`src/rtl/ppg_ac_dc_extract_if.sv`:
```
`default_nettype none
// ============================================================================
// Module  : ppg_ac_dc_extract_if
// Brief   : Raw-sample input and AC/DC/beat output bundle for ppg_ac_dc_extract
// Revision: 1.0
// ============================================================================
interface ppg_ac_dc_extract_if #(
    parameter int DATA_WIDTH = 18
);
    logic                  i_sample_valid;
    logic [DATA_WIDTH-1:0] i_red_raw;
    logic [DATA_WIDTH-1:0] i_ir_raw;
    logic                  o_data_valid;
    logic [DATA_WIDTH-1:0] o_red_ac;
    logic [DATA_WIDTH-1:0] o_red_dc;
    logic [DATA_WIDTH-1:0] o_ir_ac;
    logic [DATA_WIDTH-1:0] o_ir_dc;
    logic                  o_beat_pulse;
    logic                  o_dc_ready;

    modport master (
        output i_sample_valid, i_red_raw, i_ir_raw,
        input  o_data_valid, o_red_ac, o_red_dc, o_ir_ac, o_ir_dc,
               o_beat_pulse, o_dc_ready
    );

    modport slave (
        input  i_sample_valid, i_red_raw, i_ir_raw,
        output o_data_valid, o_red_ac, o_red_dc, o_ir_ac, o_ir_dc,
               o_beat_pulse, o_dc_ready
    );
endinterface
`default_nettype wire

```
`src/rtl/ppg_ac_dc_extract.sv`:
```
`default_nettype none
// ============================================================================
// Module  : ppg_ac_dc_extract
// Brief   : Running-mean DC / saturated AC split for red and IR plus IR beat detect
// Revision: 1.0
// ============================================================================
module ppg_ac_dc_extract #(
    parameter int DATA_WIDTH      = 18,
    parameter int AVG_LOG2        = 5,
    parameter int BEAT_THRESH     = 64,
    parameter int REFRACT_SAMPLES = 30
) (
    input  logic                clk,
    input  logic                rst_n,
    ppg_ac_dc_extract_if.slave  ppg_if
);
    localparam int c_DEPTH = 1 << AVG_LOG2;
    localparam int c_SUM_W = DATA_WIDTH + AVG_LOG2;
    localparam int c_REF_W = (REFRACT_SAMPLES > 0) ? $clog2(REFRACT_SAMPLES + 1) : 1;
    localparam logic [AVG_LOG2:0]         c_FILL_FULL   = (AVG_LOG2+1)'(c_DEPTH);
    localparam logic [AVG_LOG2:0]         c_FILL_LAST   = (AVG_LOG2+1)'(c_DEPTH - 1);
    localparam logic signed [DATA_WIDTH-1:0] c_BEAT_THRESH = DATA_WIDTH'(BEAT_THRESH);
    localparam logic [c_REF_W-1:0]        c_REFRACT     = c_REF_W'(REFRACT_SAMPLES);

    typedef enum logic [1:0] {
        ST_FILL    = 2'd0,
        ST_ARM     = 2'd1,
        ST_HIGH    = 2'd2,
        ST_REFRACT = 2'd3
    } state_t;

    logic [DATA_WIDTH-1:0] w_raw   [2];
    logic [DATA_WIDTH-1:0] w_s2_ac [2];
    logic [DATA_WIDTH-1:0] w_s2_dc [2];

    logic [AVG_LOG2-1:0] r_wp;
    logic [AVG_LOG2:0]   r_fill;
    logic                w_full;
    logic                r_s1_valid;
    logic                r_s2_valid;

    assign w_raw[0] = ppg_if.i_red_raw;
    assign w_raw[1] = ppg_if.i_ir_raw;
    assign w_full   = (r_fill == c_FILL_FULL);

    // Stage 1 control: only samples completing a full window travel down the pipe
    always_ff @(posedge clk or negedge rst_n) begin
        if (!rst_n) begin
            r_wp       <= '0;
            r_fill     <= '0;
            r_s1_valid <= 1'b0;
            r_s2_valid <= 1'b0;
        end else begin
            r_s1_valid <= ppg_if.i_sample_valid && (r_fill >= c_FILL_LAST);
            r_s2_valid <= r_s1_valid;
            if (ppg_if.i_sample_valid) begin
                r_wp <= r_wp + 1'b1;
                if (!w_full) begin
                    r_fill <= r_fill + 1'b1;
                end
            end
        end
    end

    for (genvar ch = 0; ch < 2; ch++) begin : g_chan
        logic [DATA_WIDTH-1:0]  r_buf [c_DEPTH];
        logic [c_SUM_W-1:0]     r_sum;
        logic [DATA_WIDTH-1:0]  r_raw_d;
        logic [DATA_WIDTH-1:0]  r_ac;
        logic [DATA_WIDTH-1:0]  r_dc;
        logic [DATA_WIDTH-1:0]  w_oldest;
        logic [DATA_WIDTH-1:0]  w_dc;
        logic signed [DATA_WIDTH:0] w_diff;
        logic [DATA_WIDTH-1:0]  w_ac;

        // Unfilled slots are never read, so the buffer needs no reset
        assign w_oldest = w_full ? r_buf[r_wp] : '0;
        assign w_dc     = DATA_WIDTH'(r_sum >> AVG_LOG2);
        assign w_diff   = $signed({1'b0, r_raw_d}) - $signed({1'b0, w_dc});

        always_comb begin
            w_ac = w_diff[DATA_WIDTH-1:0];
            if (w_diff[DATA_WIDTH] != w_diff[DATA_WIDTH-1]) begin
                w_ac = {w_diff[DATA_WIDTH], {(DATA_WIDTH-1){~w_diff[DATA_WIDTH]}}};
            end
        end

        always_ff @(posedge clk) begin
            if (ppg_if.i_sample_valid) begin
                r_buf[r_wp] <= w_raw[ch];
            end
        end

        always_ff @(posedge clk or negedge rst_n) begin
            if (!rst_n) begin
                r_sum   <= '0;
                r_raw_d <= '0;
                r_ac    <= '0;
                r_dc    <= '0;
            end else begin
                if (ppg_if.i_sample_valid) begin
                    r_sum   <= r_sum + c_SUM_W'(w_raw[ch]) - c_SUM_W'(w_oldest);
                    r_raw_d <= w_raw[ch];
                end
                if (r_s1_valid) begin
                    r_ac <= w_ac;
                    r_dc <= w_dc;
                end
            end
        end

        assign w_s2_ac[ch] = r_ac;
        assign w_s2_dc[ch] = r_dc;
    end

    state_t               r_state, w_state_nxt;
    logic [c_REF_W-1:0]   r_refract, w_refract_nxt;
    logic                 w_beat;
    logic signed [DATA_WIDTH-1:0] w_ir_ac;

    assign w_ir_ac = $signed(w_s2_ac[1]);

    // One transition per output sample, so the arming sample can never fire
    always_comb begin
        w_state_nxt   = r_state;
        w_refract_nxt = r_refract;
        w_beat        = 1'b0;
        if (r_s2_valid) begin
            case (r_state)
                ST_FILL: w_state_nxt = ST_ARM;
                ST_ARM: begin
                    if (w_ir_ac >= c_BEAT_THRESH) begin
                        w_state_nxt = ST_HIGH;
                    end
                end
                ST_HIGH: begin
                    if (w_ir_ac[DATA_WIDTH-1]) begin
                        w_state_nxt   = ST_REFRACT;
                        w_refract_nxt = c_REFRACT;
                        w_beat        = 1'b1;
                    end
                end
                ST_REFRACT: begin
                    if (r_refract == '0) begin
                        w_state_nxt = ST_ARM;
                    end else begin
                        w_refract_nxt = r_refract - 1'b1;
                    end
                end
                default: w_state_nxt = ST_FILL;
            endcase
        end
    end

    logic                  r_data_valid;
    logic                  r_beat;
    logic                  r_dc_ready;
    logic [DATA_WIDTH-1:0] r_red_ac, r_red_dc, r_ir_ac, r_ir_dc;

    always_ff @(posedge clk or negedge rst_n) begin
        if (!rst_n) begin
            r_state      <= ST_FILL;
            r_refract    <= '0;
            r_data_valid <= 1'b0;
            r_beat       <= 1'b0;
            r_dc_ready   <= 1'b0;
            r_red_ac     <= '0;
            r_red_dc     <= '0;
            r_ir_ac      <= '0;
            r_ir_dc      <= '0;
        end else begin
            r_state      <= w_state_nxt;
            r_refract    <= w_refract_nxt;
            r_data_valid <= r_s2_valid;
            r_beat       <= w_beat;
            if (r_s2_valid) begin
                r_dc_ready <= 1'b1;
                r_red_ac   <= w_s2_ac[0];
                r_red_dc   <= w_s2_dc[0];
                r_ir_ac    <= w_s2_ac[1];
                r_ir_dc    <= w_s2_dc[1];
            end
        end
    end

    assign ppg_if.o_data_valid = r_data_valid;
    assign ppg_if.o_beat_pulse = r_beat;
    assign ppg_if.o_dc_ready   = r_dc_ready;
    assign ppg_if.o_red_ac     = r_red_ac;
    assign ppg_if.o_red_dc     = r_red_dc;
    assign ppg_if.o_ir_ac      = r_ir_ac;
    assign ppg_if.o_ir_dc      = r_ir_dc;
endmodule
`default_nettype wire

```
`src/flat_wrapper.sv`:
```
// flat-port wrapper written by rule: the top's interface ports become plain ports
module ppg_ac_dc_extract_flat 
#(
    parameter int DATA_WIDTH      = 18,
    parameter int AVG_LOG2        = 5,
    parameter int BEAT_THRESH     = 64,
    parameter int REFRACT_SAMPLES = 30
)
  (clk, rst_n, ppg_if_i_sample_valid, ppg_if_i_red_raw, ppg_if_i_ir_raw, ppg_if_o_data_valid, ppg_if_o_red_ac, ppg_if_o_red_dc, ppg_if_o_ir_ac, ppg_if_o_ir_dc, ppg_if_o_beat_pulse, ppg_if_o_dc_ready);
  ppg_ac_dc_extract_if #(.DATA_WIDTH(DATA_WIDTH)) ppg_if_i ();
  input  logic clk;
  input  logic rst_n;
  input wire logic [$bits(ppg_if_i.i_sample_valid)-1:0] ppg_if_i_sample_valid;
  input wire logic [$bits(ppg_if_i.i_red_raw)-1:0] ppg_if_i_red_raw;
  input wire logic [$bits(ppg_if_i.i_ir_raw)-1:0] ppg_if_i_ir_raw;
  output wire logic [$bits(ppg_if_i.o_data_valid)-1:0] ppg_if_o_data_valid;
  output wire logic [$bits(ppg_if_i.o_red_ac)-1:0] ppg_if_o_red_ac;
  output wire logic [$bits(ppg_if_i.o_red_dc)-1:0] ppg_if_o_red_dc;
  output wire logic [$bits(ppg_if_i.o_ir_ac)-1:0] ppg_if_o_ir_ac;
  output wire logic [$bits(ppg_if_i.o_ir_dc)-1:0] ppg_if_o_ir_dc;
  output wire logic [$bits(ppg_if_i.o_beat_pulse)-1:0] ppg_if_o_beat_pulse;
  output wire logic [$bits(ppg_if_i.o_dc_ready)-1:0] ppg_if_o_dc_ready;
  assign ppg_if_i.i_sample_valid = ppg_if_i_sample_valid;
  assign ppg_if_i.i_red_raw = ppg_if_i_red_raw;
  assign ppg_if_i.i_ir_raw = ppg_if_i_ir_raw;
  assign ppg_if_o_data_valid = ppg_if_i.o_data_valid;
  assign ppg_if_o_red_ac = ppg_if_i.o_red_ac;
  assign ppg_if_o_red_dc = ppg_if_i.o_red_dc;
  assign ppg_if_o_ir_ac = ppg_if_i.o_ir_ac;
  assign ppg_if_o_ir_dc = ppg_if_i.o_ir_dc;
  assign ppg_if_o_beat_pulse = ppg_if_i.o_beat_pulse;
  assign ppg_if_o_dc_ready = ppg_if_i.o_dc_ready;
  ppg_ac_dc_extract #(.DATA_WIDTH(DATA_WIDTH), .AVG_LOG2(AVG_LOG2), .BEAT_THRESH(BEAT_THRESH), .REFRACT_SAMPLES(REFRACT_SAMPLES)) u_core (.clk(clk), .rst_n(rst_n), .ppg_if(ppg_if_i));
endmodule
```
`config.mk`:
```
export PLATFORM = sky130hd
export DESIGN_NAME = ppg_ac_dc_extract_flat
export DESIGN_NICKNAME = d
export VERILOG_FILES = /design/src/rtl/ppg_ac_dc_extract_if.sv /design/src/rtl/ppg_ac_dc_extract.sv /design/src/flat_wrapper.sv
export SDC_FILE = /design/constraint.sdc
export NUM_CORES = 2
export LEC_CHECK = 0
export CELL_PAD_IN_SITES_DETAIL_PLACEMENT = 0
export CELL_PAD_IN_SITES_GLOBAL_PLACEMENT = 1
export CORE_MARGIN = 2
export CORE_UTILIZATION = 30
export CTS_CLUSTER_DIAMETER = 200
export DETAILED_ROUTE_END_ITERATION = 8
export PLACE_DENSITY = 0.46
export SYNTH_ARGS = -nofsm -noshare
export SYNTH_HDL_FRONTEND = slang
export SYNTH_SLANG_ARGS = --single-unit
export TNS_END_PERCENT = 10
```
`constraint.sdc`:
```
create_clock -name clk -period 6.1 [get_ports clk]
set_clock_uncertainty 0.2 [all_clocks]
set_input_delay 0.61 -clock clk [delete_from_list [all_inputs] [get_ports clk]]
set_output_delay 0.61 -clock clk [all_outputs]
set_load 0.1 [all_outputs]
```
==> results.yml <==
run_status:
  status: "completed"
floorplanning:
  core-area_um2: 192000
  initial_utilization: 0.301
  die_w_um: 443
  ios: 114
  die_h_um: 443
  fp.dieArea_um2: 196000
  row_count: 161
layout:
  areaGrowthSynthToFinish_pct: 18.6
  final_layout_size_suffix_gt1_frac: 0.246
  final.fill_count: 17900
  utilization: 0.357
  final_nets: 3642
  stdcell_count: 6127
placed_design:
  place_inst: 5839
  place.port_buffers: 113
  place_congestion: 0.769
  place_hpwl_um: 106000
logic_synthesis:
  ys_seq_area_frac: 0.706
  async_flop_share: 0.178
  syn_nets: 3360
  syn_inst: 3190
  synth_seq_cells: 1401
  postSynthAreaPerCell_um2: 18.1
  synth-main-ff-cell: "edfxtp_1"
  ys_types: 70
  yosysWarningCount: 0
  syn_area_um2: 57800
  synth_edf_count: 1152
timing:
  hold_ws_ns: 0.127
  setup_tns_ns: 0
  tightestPinTransition_ns: 1.16
  finalHoldViolCount: 0
  final-max-slew-violation-count: 0
  timing.slew.headroom: 0.225
  fmax_ghz: 0.175
  setup_viol: 0
  period_needed_ns: 5.72
  min_period_over_period: 0.937
global_route:
  grt_pass1_wl_um: 247000
  grt_max_degree: 129
  antenna_found_initial: 7
  grtUsageTotal: 0.176
  grt_pass1_vias: 32900
  grt-ovfl-total: 0
power:
  cellPowerDensity_nw_per_um2: 503
  p_leak_nw: 23.5
  p_total_mw: 34.5
  ir_worst_vdd_v: 0.000250
route:
  via_per_inst: 5.09
  post_drt_wl_per_cell_um: 28.3
  detail_route.iter0.violations: 2262
  drtPass1Iterations: 5
  ant_nets: 0
  vias: 31200
  drt_wl_total_um: 173000
  drcViolationCount: 0
clock_tree:
  clk_pin_slew_ns: 0.06
  clock_tree.root_cell: "clkbuf_16"
  cts_made_buffers: 154
  h-tree-depth: 4
  tritoncts: "yes"
  cts.sinks: 1401
  clk_path_buf_depth: 3
  clk_latency_ns: 0.80
critical_path:
  path_max_fanout: 30
  critPathCaptureType: "flip-flop"
  worstPathRequired_ns: 6.57
  setup.worst_path.start_class: "flip-flop"
  cp.arrival_ns: 6.19
  worstSetupPathType: "reg2reg"
run:
  drv_cap: 0
worst_hold_path:
  hp-class: "in2reg"
## critical path, cell delays in order, from the launching register on
cell      delay (ns)
dfrtp_4         0.61
buf_12          0.30
mux4_2          0.54
a22o_1          0.24
a221oi_1        0.36
a31oi_1         0.25
fa_1            0.53
inv_1           0.05
ha_1            0.33
a21oi_1         0.22
a21boi_0        0.13
o21ai_0         0.41
buf_4           0.23
o21a_1          0.15
o21ai_0         0.22
o21a_1          0.26
or3_1           0.30
a31o_2          0.24
## layout by cell type, fill, tap and decap left out, drive strengths merged, types with 20 or more instances in the layout
cell              n
a221oi           38
xnor2            43
clkinv           61
o2bb2ai          33
dfrtp           249
mux2            142
a22o             36
nor2            103
clkbuf          191
xor2             25
nand2            87
nand3            20
fa               38
clkdlybuf4s50   111
a22oi            73
a31oi            44
edfxtp         1152
a21oi            90
ha               93
mux4            288
buf             162
o21ai            82
inv             189
a21o             26
## metrics by stage
stage,setup WS [ns],cell area (um^2)
2_1_floorplan,0.882,57800
3_3_place_gp,0.139,63400
3_5_place_dp,0.199,63400
4_1_cts,0.174,68500
5_1_grt,-0.0395,68600
6_report,0.384,68600
## repair_timing
item / in CTS / in global routing
buffers inserted: 0 / 2
gates resized for setup: 0 / 3
endpoints found under the hold margin: 88 / 0
hold buffers: 1 / 0
endpoints found under the setup margin: 0 / 10
## power breakdown
part	switching, mW	internal [mW]
clock network	3.89	5.53
registers	0.644	11.5
logic	7.82	5.08
## sequential cells by signal, summed over array words and instances (netlist names), 2 cells and up
register / count
u_core.g_chan.r_dc: 36
u_core.g_chan.r_raw_d: 36
u_core.ppg_if.o_red_ac: 18
u_core.r_fill: 6
u_core.g_chan.r_ac: 36
u_core.r_wp: 5
u_core.ppg_if.o_red_dc: 18
u_core.r_state: 2
u_core.g_chan.r_buf: 1152
u_core.ppg_if.o_ir_dc: 18
u_core.ppg_if.o_ir_ac: 18
u_core.g_chan.r_sum: 46
u_core.r_refract: 5
## path summary, 6_finish.rpt
kind | slack (ns) | cells after the start | from | to
max | 0.38 | 17 | u_core.r_wp[0] | u_core.g_chan[1].r_sum[17]
min | 0.13 | 3 | ppg_if_i_sample_valid | u_core.g_chan[0].r_sum[0]
max reg2reg | 0.38 | 17 | u_core.r_wp[0] | u_core.g_chan[1].r_sum[17]
min reg2reg | 0.26 | 1 | u_core.ppg_if.o_dc_ready | u_core.ppg_if.o_dc_ready
max in group asynchronous | 4.14 | 3 | rst_n | u_core.r_s2_valid
min in group asynchronous | 0.30 | 2 | rst_n | u_core.ppg_if.o_red_ac[1]
## kinds of logic (layout without fill, tap and decap cells)
logic type | after synthesis | in the layout | synth area share
flip-flops | 1401 | 1401 | 0.706
AO/OA/AOI/OAI | 505 | 505 | 0.0611
multiplexers | 443 | 443 | 0.142
buffers and inverters | 330 | 738 | 0.0218
AND/OR/NAND/NOR | 312 | 312 | 0.0257
adder cells (fa/ha/maj) | 131 | 131 | 0.0333
XOR/XNOR | 68 | 68 | 0.0103
other | 0 | 3 | 0
## routing by layer
metal,track usage,wire length [um],part of all wire
met5,0,0,0
met1,0.242,78000,0.45
met2,0.294,84600,0.49
met3,0.0262,7590,0.044
met4,0.0384,3080,0.018
## layout make-up
cell class,instances,area (um^2),share of cell area
Clock buffer,191,4120,0.0600
Multi-Input combinational cell,1459,16000,0.234
Sequential cell,1401,40800,0.595
Timing Repair Buffer,274,2750,0.0401
Inverter,182,683,0.00996
Clock inverter,91,1000,0.0146
Tap cell,2526,3160,0.0461
Antenna cell,3,7.51,0.000109
## synth_stat cells, drive strengths merged (41+ instances only)
library cell  count  area share
edfxtp         1152        0.60
mux4            288        0.11
dfrtp           249        0.11
nand2            87      0.0056
a22oi            73      0.0095
xnor2            43      0.0065
inv             182       0.012
a21oi            90      0.0079
mux2            142       0.028
clkbuf          107      0.0069
o21ai            82      0.0071
nor2            103      0.0067
ha               93       0.020
a31oi            44      0.0048
buf              41      0.0030
Note: power is estimated with default switching activity, not from simulation.
